<file path="config.mk">
export PLATFORM = sky130hd
export DESIGN_NAME = cpsr_unit
export DESIGN_NICKNAME = d
export VERILOG_FILES = /design/src/rtl/cpsr_unit.sv
export SDC_FILE = /design/constraint.sdc
export NUM_CORES = 1
export LEC_CHECK = 0
export CAP_MARGIN = 0
export CORE_ASPECT_RATIO = 1.1
export CORE_MARGIN = 4
export CORE_UTILIZATION = 35
export DETAILED_ROUTE_END_ITERATION = 8
export PLACE_DENSITY = 0.78
export REMOVE_ABC_BUFFERS = 1
export SLEW_MARGIN = 20
export SYNTH_ARGS = -nofsm -noshare
export SYNTH_HDL_FRONTEND = slang
export SYNTH_SLANG_ARGS = --single-unit
export TNS_END_PERCENT = 100
</file>
<file path="constraint.sdc">
create_clock -name clk -period 2.25 [get_ports clk]
set_input_delay 0.45 -clock clk [delete_from_list [all_inputs] [get_ports clk]]
set_output_delay 0.45 -clock clk [all_outputs]
set_load 0.01 [all_outputs]
</file>
<file path="src/rtl/cpsr_unit.sv">
// Flag generation and architectural status register with single-level exception save/restore.
// Drives {V,N,C,Z} to the condition stage, plus a same-cycle bypass of the next flag value.
module cpsr_unit #(
    parameter int unsigned WIDTH = 32
) (
    input  logic             clk,
    input  logic             rst_n,
    input  logic [1:0]       opin,
    input  logic [WIDTH-1:0] ain,
    input  logic [WIDTH-1:0] bin,
    input  logic [WIDTH-1:0] resin,
    input  logic             shiftcarryin,
    input  logic             setflagsin,
    input  logic             writein,
    input  logic [3:0]       writedatain,
    input  logic             excentryin,
    input  logic             excretin,
    output logic [3:0]       cpsrout,
    output logic [3:0]       cpsrnextout,
    output logic [3:0]       spsrout,
    output logic             inexcout,
    output logic             errout
);

    localparam int unsigned MSB = WIDTH - 1;

    localparam logic [1:0] OP_LOGIC = 2'b00;
    localparam logic [1:0] OP_ADD   = 2'b01;
    localparam logic [1:0] OP_SUB   = 2'b10;

    localparam logic [0:0] ST_IDLE = 1'b0;
    localparam logic [0:0] ST_EXC  = 1'b1;

    logic [0:0]     state_q, state_d;
    logic [3:0]     cpsr_q, cpsr_d;
    logic [3:0]     spsr_q, spsr_d;
    logic           err_q, err_d;

    logic [WIDTH:0] add_sum;
    logic [3:0]     flags_alu;
    logic [3:0]     flags_upd;
    logic           f_n, f_z, f_c, f_v;

    assign add_sum = {1'b0, ain} + {1'b0, bin};

    // Computed flags; C and V fall back to the held register value when the class does not define them.
    always_comb begin
        f_n = resin[MSB];
        f_z = (resin == '0);
        f_c = cpsr_q[1];
        f_v = cpsr_q[3];
        unique case (opin)
            OP_LOGIC: f_c = shiftcarryin;
            OP_ADD: begin
                f_c = add_sum[WIDTH];
                f_v = (ain[MSB] == bin[MSB]) && (resin[MSB] != ain[MSB]);
            end
            OP_SUB: begin
                f_c = (ain >= bin);
                f_v = (ain[MSB] != bin[MSB]) && (resin[MSB] != ain[MSB]);
            end
            default: ;
        endcase
        flags_alu = {f_v, f_n, f_c, f_z};
    end

    assign flags_upd = writein ? writedatain : (setflagsin ? flags_alu : cpsr_q);

    // Next-state: exception return owns cpsr in EXC; otherwise write beats setflags.
    always_comb begin
        state_d = state_q;
        cpsr_d  = cpsr_q;
        spsr_d  = spsr_q;
        err_d   = err_q;
        unique case (state_q)
            ST_IDLE: begin
                cpsr_d = flags_upd;
                if (excretin) begin
                    err_d = 1'b1;
                end else if (excentryin) begin
                    spsr_d  = cpsr_q;
                    state_d = ST_EXC;
                end
            end
            ST_EXC: begin
                if (excretin) begin
                    cpsr_d = spsr_q;
                    if (!excentryin) begin
                        state_d = ST_IDLE;
                    end
                end else begin
                    cpsr_d = flags_upd;
                    if (excentryin) begin
                        err_d = 1'b1;
                    end
                end
            end
            default: state_d = ST_IDLE;
        endcase
    end

    always_ff @(posedge clk or negedge rst_n) begin
        if (!rst_n) begin
            state_q <= ST_IDLE;
            cpsr_q  <= 4'b0000;
            spsr_q  <= 4'b0000;
            err_q   <= 1'b0;
        end else begin
            state_q <= state_d;
            cpsr_q  <= cpsr_d;
            spsr_q  <= spsr_d;
            err_q   <= err_d;
        end
    end

    assign cpsrout     = cpsr_q;
    assign cpsrnextout = cpsr_d;
    assign spsrout     = spsr_q;
    assign inexcout    = (state_q == ST_EXC);
    assign errout      = err_q;

endmodule

</file>
==> metrics.log, run 1 <==
[metrics] unrepaired setup endpoints after global routing: true
[metrics] DPL Wire Length: 6.199 mm
[metrics] total die area: 7445 sq um
[metrics] CTS Root Cell: sky130_fd_sc_hd__clkbuf_8
[metrics] most area-hungry cell type in the Yosys netlist: sky130_fd_sc_hd__ha_1
[metrics] maximum clock frequency: 0.3836 GHz
[metrics] power density over the cells: 326.9 nW/um^2
[metrics] worst hold path type: flip-flop to flip-flop
[metrics] peak fanout along the critical path: 2
[metrics] fraction of the mapped netlist area in compound gates: 0.1581
[metrics] placer's final routability congestion estimate: 0.8547
[metrics] hold buffer count at cts: 0
[metrics] post-route non-filler standard cell count: 530
[metrics] count of endpoints failing hold in the final timing report: 0
[metrics] number of synthesized register bits: 10
[metrics] synth top area cells: sky130_fd_sc_hd__ha_1 (40%), sky130_fd_sc_hd__dfrtp_1 (12%), sky130_fd_sc_hd__inv_1 (8.6%), sky130_fd_sc_hd__a21oi_1 (5.8%), sky130_fd_sc_hd__nor4_1 (3.8%)
[metrics] area fraction in and, or, nand and nor cells after synthesis: 0.1820
[metrics] required time of the worst setup path: 1800 ps
[metrics] die outline width: 82.64 um
[metrics] adder-cell share of the synthesized area: 0.4072
[metrics] endpoint class of the critical path: output pin
[metrics] post-synthesis instance area: 2145 sq um
[metrics] vias in the first global route: 3,086
[metrics] number of antenna violations at the first check in global routing: 1
[metrics] residual antenna-violating net count after detailed routing: 0
[metrics] Port Buffers: 122
[metrics] clock tree from TritonCTS: built
[metrics] worst hold slack: 466.2 ps
[metrics] # fillers: 343
[metrics] clk_lat worst skew: 240 ps
[metrics] xor/xnor share of the synthesized area: 0.008168
[metrics] unique cell type count in the Yosys netlist: 38
[metrics] Setup-failing EPs final: 2
[metrics] leading cell types by count after synthesis: sky130_fd_sc_hd__ha_1 (69), sky130_fd_sc_hd__inv_1 (49), sky130_fd_sc_hd__a21oi_1 (25)
[metrics] count leader, synth: sky130_fd_sc_hd__ha_1
[metrics] routed length per placed instance: 19.87 um
[metrics] DRC violation total after the first TritonRoute iteration: 98
[metrics] Max clock buf depth: 2
[metrics] worst path arrival time: 2160 ps
[metrics] worst slack at placement: -1364 ps
[metrics] number of clock sinks: 10
[metrics] sequential share of the synthesized area: 0.1167
[metrics] Syn-to-layout area delta: 119.8%
[metrics] Initial DRT Pass Iterations: 4
[metrics] clock buffers created by TritonCTS: 3
[metrics] largest family of logic cells by synthesized area: adder cells
[metrics] clock input transition at the sequential cells of the worst setup and hold paths: 40 ps
[metrics] average cell area after synthesis: 8.062 sq um
[metrics] htree depth: 1
[metrics] pin count of the biggest net entering global routing: 11
[metrics] run status: finished, violations left
[metrics] via count of the routed design: 2,842
[metrics] relative slew slack: 0.6701
[metrics] Tmin final: 2607 ps
[metrics] kind of start point of the critical path: input port
[metrics] multiplexer fraction of the synthesized cell area: 0.04026
[metrics] total leakage power: 2.100 nW
[metrics] async set or reset register ratio after synthesis: 1.000
[metrics] y dimension of the die: 90.10 um
[metrics] DRC violation count after routing: 0
[metrics] final critical-path setup slack: -356.7 ps
[metrics] synthesized instance count: 266
[metrics] total overflow reported by the global router: 0
[metrics] predominant post-synthesis flop cell: sky130_fd_sc_hd__dfrtp_1
[metrics] wire length of the first global-routing pass: 14.24 mm
[metrics] Final Util: 0.8070
[metrics] placed cells: 503
[metrics] number of maximum-capacitance constraint violations: 0
[metrics] YS warnings: 0
[metrics] critical path type: input port to output pin
[metrics] share of the synthesized area in the top cell type: 0.4026
[metrics] Rows: 29
[metrics] number of nets in the final layout: 632
[metrics] Worst Skew: 4.143 ps
[metrics] max-slew violation total from the final report: 0
[metrics] final wirelength: 10.53 mm
[metrics] floorplan core area: 5842 sq um
[metrics] violated checks: negative setup slack
[metrics] final cycle utilization of the critical path: 1.159
[metrics] transition time at the pin with the least slew margin: 493.4 ps
[metrics] mean number of vias per cell: 5.362
[metrics] Post-synth EDFFs: 0
[metrics] overall global routing resource usage: 0.2430
[metrics] share of cells above drive strength 1: 0.5973
[metrics] initial standard-cell utilization of the core: 0.3671
[metrics] peak ir drop on the vdd network: 0.2393 mV
[metrics] total I/O pin count: 123
==> cells by family (layout without fill, tap and decap cells) <==
family          after synthesis  count (layout)
simple gates                 70              70
fa+ha+maj                    70              70
compound gates               56              56
other cells                   0               1
xor+xnor                      2               2
flops                        10              10
mux                           8               8
buf+inv                      50             236
==> stage by stage <==
step | power, mW | setup TNS (ps) | area [sq um]
after floorplan | 0.5274 | -119.9 | 2145
after global placement | 0.9772 | -3724 | 3747
after detailed placement | 1.002 | -3948 | 3747
after CTS | 1.429 | -439.8 | 4623
after global routing | 1.626 | -645.3 | 4715
final | 1.541 | -493.5 | 4715
==> where the power goes <==
part           switching (mW)  internal (mW)
Combinational           0.506          0.595
Clock                  0.0675          0.117
Sequential             0.0356          0.220
==> area by class of cell <==
class / count / area, sq um / share of cell area
multi-input cells: 206 / 2633 / 0.5584
flip-flops and latches: 10 / 250.2 / 0.05308
well taps: 77 / 96.34 / 0.02044
inverters: 50 / 200.2 / 0.04246
diodes: 1 / 2.502 / 0.0005308
repair buffers: 183 / 1491 / 0.3163
clock buffers: 3 / 41.29 / 0.008758
==> cells in the final DEF (no fill, tap or decap), types with 3 or more instances in the layout <==
cell,netlist,routed
sky130_fd_sc_hd__ha_4,0,34
sky130_fd_sc_hd__o31ai_2,0,3
sky130_fd_sc_hd__nand4_1,4,4
sky130_fd_sc_hd__mux2_2,5,5
sky130_fd_sc_hd__clkbuf_2,0,26
sky130_fd_sc_hd__nand2_2,0,3
sky130_fd_sc_hd__nor4_4,0,11
sky130_fd_sc_hd__a21oi_1,25,8
sky130_fd_sc_hd__nor2b_1,4,3
sky130_fd_sc_hd__dfrtp_1,10,10
sky130_fd_sc_hd__clkdlybuf4s50_1,0,21
sky130_fd_sc_hd__mux2i_1,3,3
sky130_fd_sc_hd__buf_2,0,20
sky130_fd_sc_hd__nor2_4,0,3
sky130_fd_sc_hd__o21ai_0,9,3
sky130_fd_sc_hd__buf_6,0,17
sky130_fd_sc_hd__buf_4,0,52
sky130_fd_sc_hd__nand2_1,17,13
sky130_fd_sc_hd__inv_2,1,33
sky130_fd_sc_hd__inv_1,49,12
sky130_fd_sc_hd__clkdlybuf4s15_2,0,3
sky130_fd_sc_hd__dlygate4sd2_1,0,24
sky130_fd_sc_hd__clkdlybuf4s15_1,0,15
sky130_fd_sc_hd__inv_4,0,5
sky130_fd_sc_hd__nand3_1,7,4
sky130_fd_sc_hd__clkbuf_8,0,3
sky130_fd_sc_hd__ha_1,69,34
sky130_fd_sc_hd__nor2_1,10,6
sky130_fd_sc_hd__a21oi_4,0,3
sky130_fd_sc_hd__o21ai_1,2,6
sky130_fd_sc_hd__a21oi_2,0,14
sky130_fd_sc_hd__buf_8,0,5
==> layer usage <==
metal	vias up	part of all wire	track usage
met1	1338	0.33	0.2261
li1	1314	-	-
met3	46	0.091	0.06600
met5	-	0	0
met2	144	0.53	0.4706
met4	0	0.050	0.1008
==> sequential cells by signal, summed over array words and instances, names as in the netlist <==
register,count
cpsrout,4
inexcout,1
errout,1
spsrout,4
==> path summary, 6_finish.rpt <==
| check | from | to | slack (ps) | cells past startpoint |
|---|---|---|---|---|
| setup / recovery | opin[0] | cpsrnextout[1] | -360 | 10 |
| hold / removal | errout | errout | 470 | 1 |
| setup reg to reg | inexcout | cpsrout[1] | 470 | 9 |
| hold reg to reg | errout | errout | 470 | 1 |
| max in group asynchronous | rst_n | inexcout | 1370 | 1 |
| min in group asynchronous | rst_n | cpsrout[1] | 550 | 1 |
==> worst max-delay path, cell delays in order <==
cell	delay, ps
sky130_fd_sc_hd__buf_2	120
sky130_fd_sc_hd__buf_4	140
sky130_fd_sc_hd__ha_1	220
sky130_fd_sc_hd__nor2b_2	210
sky130_fd_sc_hd__nand4_1	200
sky130_fd_sc_hd__a21oi_2	160
sky130_fd_sc_hd__nand3_1	110
sky130_fd_sc_hd__and4b_1	310
sky130_fd_sc_hd__a31oi_4	110
sky130_fd_sc_hd__buf_6	140
==> repair_timing <==
action	4_1_cts	5_1_grt
endpoints found under the setup margin	5	6
resized for setup	347	136
setup buffers	26	5
pin swaps	77	71
Power figures use the tool's default switching activity.
==> run 2, diff against run 1 <==
- PLACE_DENSITY: 0.78 -> 0.75
- clock period: 2.25 -> 2.5 ns (I/O delays scaled with it)
==> metrics.log, run 2 (synthesis gave the netlist of run 1 again) <==
[metrics] pin count of the biggest net entering global routing: 11 (unchanged)
[metrics] Largest delay share family, worst path: simple AND/OR/NAND/NOR gates (unchanged)
[metrics] placed cells: 503 (unchanged)
[metrics] run status: finished, violations left (unchanged)
[metrics] placer's final routability congestion estimate: 0.8474 (was 0.8547)
[metrics] Rows: 29 (unchanged)
[metrics] total die area: 7445 sq um (unchanged)
[metrics] count of endpoints failing hold in the final timing report: 0 (unchanged)
[metrics] Syn-to-layout area delta: 116.3% (was 119.8%)
[metrics] antenna diode count: 0 (was 1)
[metrics] delay of the slowest critical-path stage: 270 ps (was 310 ps)
[metrics] critical path type: input port to output pin (unchanged)
[metrics] endpoint class of the critical path: output pin (unchanged)
[metrics] routed length per placed instance: 18.14 um (was 19.87 um)
[metrics] residual antenna-violating net count after detailed routing: 0 (unchanged)
[metrics] final critical-path setup slack: -217.1 ps (was -356.7 ps)
[metrics] placement-stage cell area: 3747 sq um (unchanged)
[metrics] Tot Pwr: 1.355 mW (was 1.541 mW)
[metrics] vias in the first global route: 2,974 (was 3,086)
[metrics] htree depth: 1 (unchanged)
[metrics] CTS Root Cell: sky130_fd_sc_hd__clkbuf_8 (unchanged)
[metrics] post-route met1 wirelength: 3.140 mm (was 3.509 mm)
[metrics] DPL Wire Length: 6.196 mm (was 6.199 mm)
[metrics] number of antenna violations at the first check in global routing: 0 (was 1)
[metrics] Port Buffers: 122 (unchanged)
[metrics] DR WL met3: 891 um (was 963 um)
[metrics] Worst Skew: 1.663 ps (was 4.143 ps)
[metrics] post-route non-filler standard cell count: 523 (was 530)
[metrics] maximum clock frequency: 0.3680 GHz
[metrics] DRC violation count after routing: 0 (unchanged)
[metrics] clock input transition at the sequential cells of the worst setup and hold paths: 50 ps (was 40 ps)
[metrics] Initial DRT Pass Iterations: 4 (unchanged)
[metrics] number of maximum-capacitance constraint violations: 0 (unchanged)
[metrics] peak fanout along the critical path: 3 (was 2)
[metrics] final cycle utilization of the critical path: 1.087
[metrics] final wirelength: 9.485 mm (was 10.53 mm)
[metrics] count of buffering cells on the critical path with inverters included: 3 (unchanged)
[metrics] mean number of vias per cell: 5.237 (was 5.362)
[metrics] hold buffer count at cts: 0 (unchanged)
[metrics] setup_tns: -217.1 ps (was -493.5 ps)
[metrics] Max clock buf depth: 2 (unchanged)
[metrics] DRC violation total after the first TritonRoute iteration: 97 (was 98)
[metrics] share of cells above drive strength 1: 0.5336 (was 0.5973)
[metrics] met2 wire length: 5.247 mm (was 5.529 mm)
[metrics] initial standard-cell utilization of the core: 0.3671 (unchanged)
[metrics] peak ir drop on the vdd network: 0.1976 mV (was 0.2393 mV)
[metrics] kind of start point of the critical path: input port (unchanged)
[metrics] violated checks: negative setup slack (unchanged)
[metrics] sequence of cells on the critical path: clkdlybuf4s15_1 > inv_2 > ha_4 > nor4_4 > and3_4 > a32oi_1 > and4b_2 > a31oi_4 > buf_6 (was buf_2 > buf_4 > ha_1 > nor2b_2 > nand4_1 > a21oi_2 > nand3_1 > and4b_1 > a31oi_4 > buf_6)
[metrics] wire length of the first global-routing pass: 13.09 mm (was 14.24 mm)
[metrics] floorplan core area: 5842 sq um (unchanged)
[metrics] clk_lat worst skew: 230 ps (was 240 ps)
[metrics] overall global routing resource usage: 0.2178 (was 0.2430)
[metrics] unrepaired setup endpoints after global routing: true (unchanged)
[metrics] Tmin final: 2717 ps
[metrics] via count of the routed design: 2,739 (was 2,842)
[metrics] die outline width: 82.64 um (unchanged)
[metrics] worst path arrival time: 2220 ps (was 2160 ps)
[metrics] Setup-failing EPs final: 1 (was 2)
[metrics] max-slew violation total from the final report: 0 (unchanged)
[metrics] y dimension of the die: 90.10 um (unchanged)
[metrics] final instance area: 4639 sq um (was 4715 sq um)
[metrics] clock tree from TritonCTS: built (unchanged)
[metrics] total overflow reported by the global router: 0 (unchanged)
[metrics] worst hold path type: flip-flop to flip-flop (unchanged)
[metrics] commonest cells after routing, fill and taps aside: sky130_fd_sc_hd__buf_4 (48), sky130_fd_sc_hd__ha_1 (35), sky130_fd_sc_hd__clkdlybuf4s50_1 (32), sky130_fd_sc_hd__ha_4 (31), sky130_fd_sc_hd__inv_2 (30) (was sky130_fd_sc_hd__buf_4 (52), sky130_fd_sc_hd__ha_4 (34), sky130_fd_sc_hd__ha_1 (34), sky130_fd_sc_hd__inv_2 (33), sky130_fd_sc_hd__clkbuf_2 (26))
[metrics] total I/O pin count: 123 (unchanged)
[metrics] most common cell after layout, fill and taps aside: sky130_fd_sc_hd__buf_4 (unchanged)
[metrics] number of clock sinks: 10 (unchanged)
[metrics] clock buffers created by TritonCTS: 3 (unchanged)
[metrics] required time of the worst setup path: 2000 ps (was 1800 ps)
[metrics] master of the slowest instance on the critical path: sky130_fd_sc_hd__and3_4 (was sky130_fd_sc_hd__and4b_1)
[metrics] transition time at the pin with the least slew margin: 473.9 ps (was 493.4 ps)
[metrics] number of nets in the final layout: 625 (was 632)
[metrics] power density over the cells: 292.0 nW/um^2 (was 326.9 nW/um^2)
[metrics] # fillers: 339 (was 343)
[metrics] worst slack at placement: -1201 ps (was -1364 ps)
[metrics] total leakage power: 2.133 nW (was 2.100 nW)
[metrics] relative slew slack: 0.6831 (was 0.6701)
[metrics] highest metal layer with signal wires: met4 (unchanged)
## run 2: cell type report
type	instances	area, sq um	area share
timing repair buffer	176	1539	0.3317
inverter	50	195.2	0.04207
sequential	10	250.2	0.05394
tap	77	96.34	0.02077
multi-input combinational	206	2504	0.5396
clock buffer	4	55.05	0.01187
## run 2: timing repair
item,CTS,global route
setup endpoints to repair,5,3
pin swaps,60,60
buffers inserted,9,8
gates resized for setup,273,143
## run 2: final timing paths
kind,startpoint,end,slack (ps),depth (start not counted)
max in group asynchronous,rst_n,spsrout[1],1590,1
worst max register to register,inexcout,cpsrout[1],640,9
min in group asynchronous,rst_n,errout,590,1
worst min register to register,errout,errout,470,1
worst min-delay path,errout,errout,470,1
worst max-delay path,bin[28],cpsrnextout[1],-220,9
## run 2: report_power, final
part           internal (mW)  switching, mW  leakage (nW)  total (mW)
logic                  0.514          0.412          1.99       0.926
registers              0.198         0.0292         0.118       0.227
clock network          0.138         0.0630        0.0288       0.201
total                  0.850          0.504          2.13        1.35
## run 2: worst reg2reg max path: stages (launching register included)
cell	delay, ps
sky130_fd_sc_hd__dfrtp_1	440
sky130_fd_sc_hd__nand2_1	130
sky130_fd_sc_hd__nand4_1	110
sky130_fd_sc_hd__a21oi_1	160
sky130_fd_sc_hd__nand3_1	90
sky130_fd_sc_hd__and4b_2	330
sky130_fd_sc_hd__a31oi_4	110
sky130_fd_sc_hd__buf_4	150
sky130_fd_sc_hd__buf_4	130
sky130_fd_sc_hd__buf_4	120
## run 2: stage by stage
step           hold WS [ps]  utilization
3_5_place_dp          451.5       0.6415
5_1_grt               475.6       0.7942
2_1_floorplan         204.4            -
4_1_cts               467.0       0.7522
3_3_place_gp          451.4       0.6415
6_report              468.1       0.7942
## run 2: metal layers
metal	vias to the layer above	GRT usage
met3	22	0.04900
met4	0	0.06131
met5	-	0
met2	132	0.4385
met1	1281	0.2068
li1	1304	-
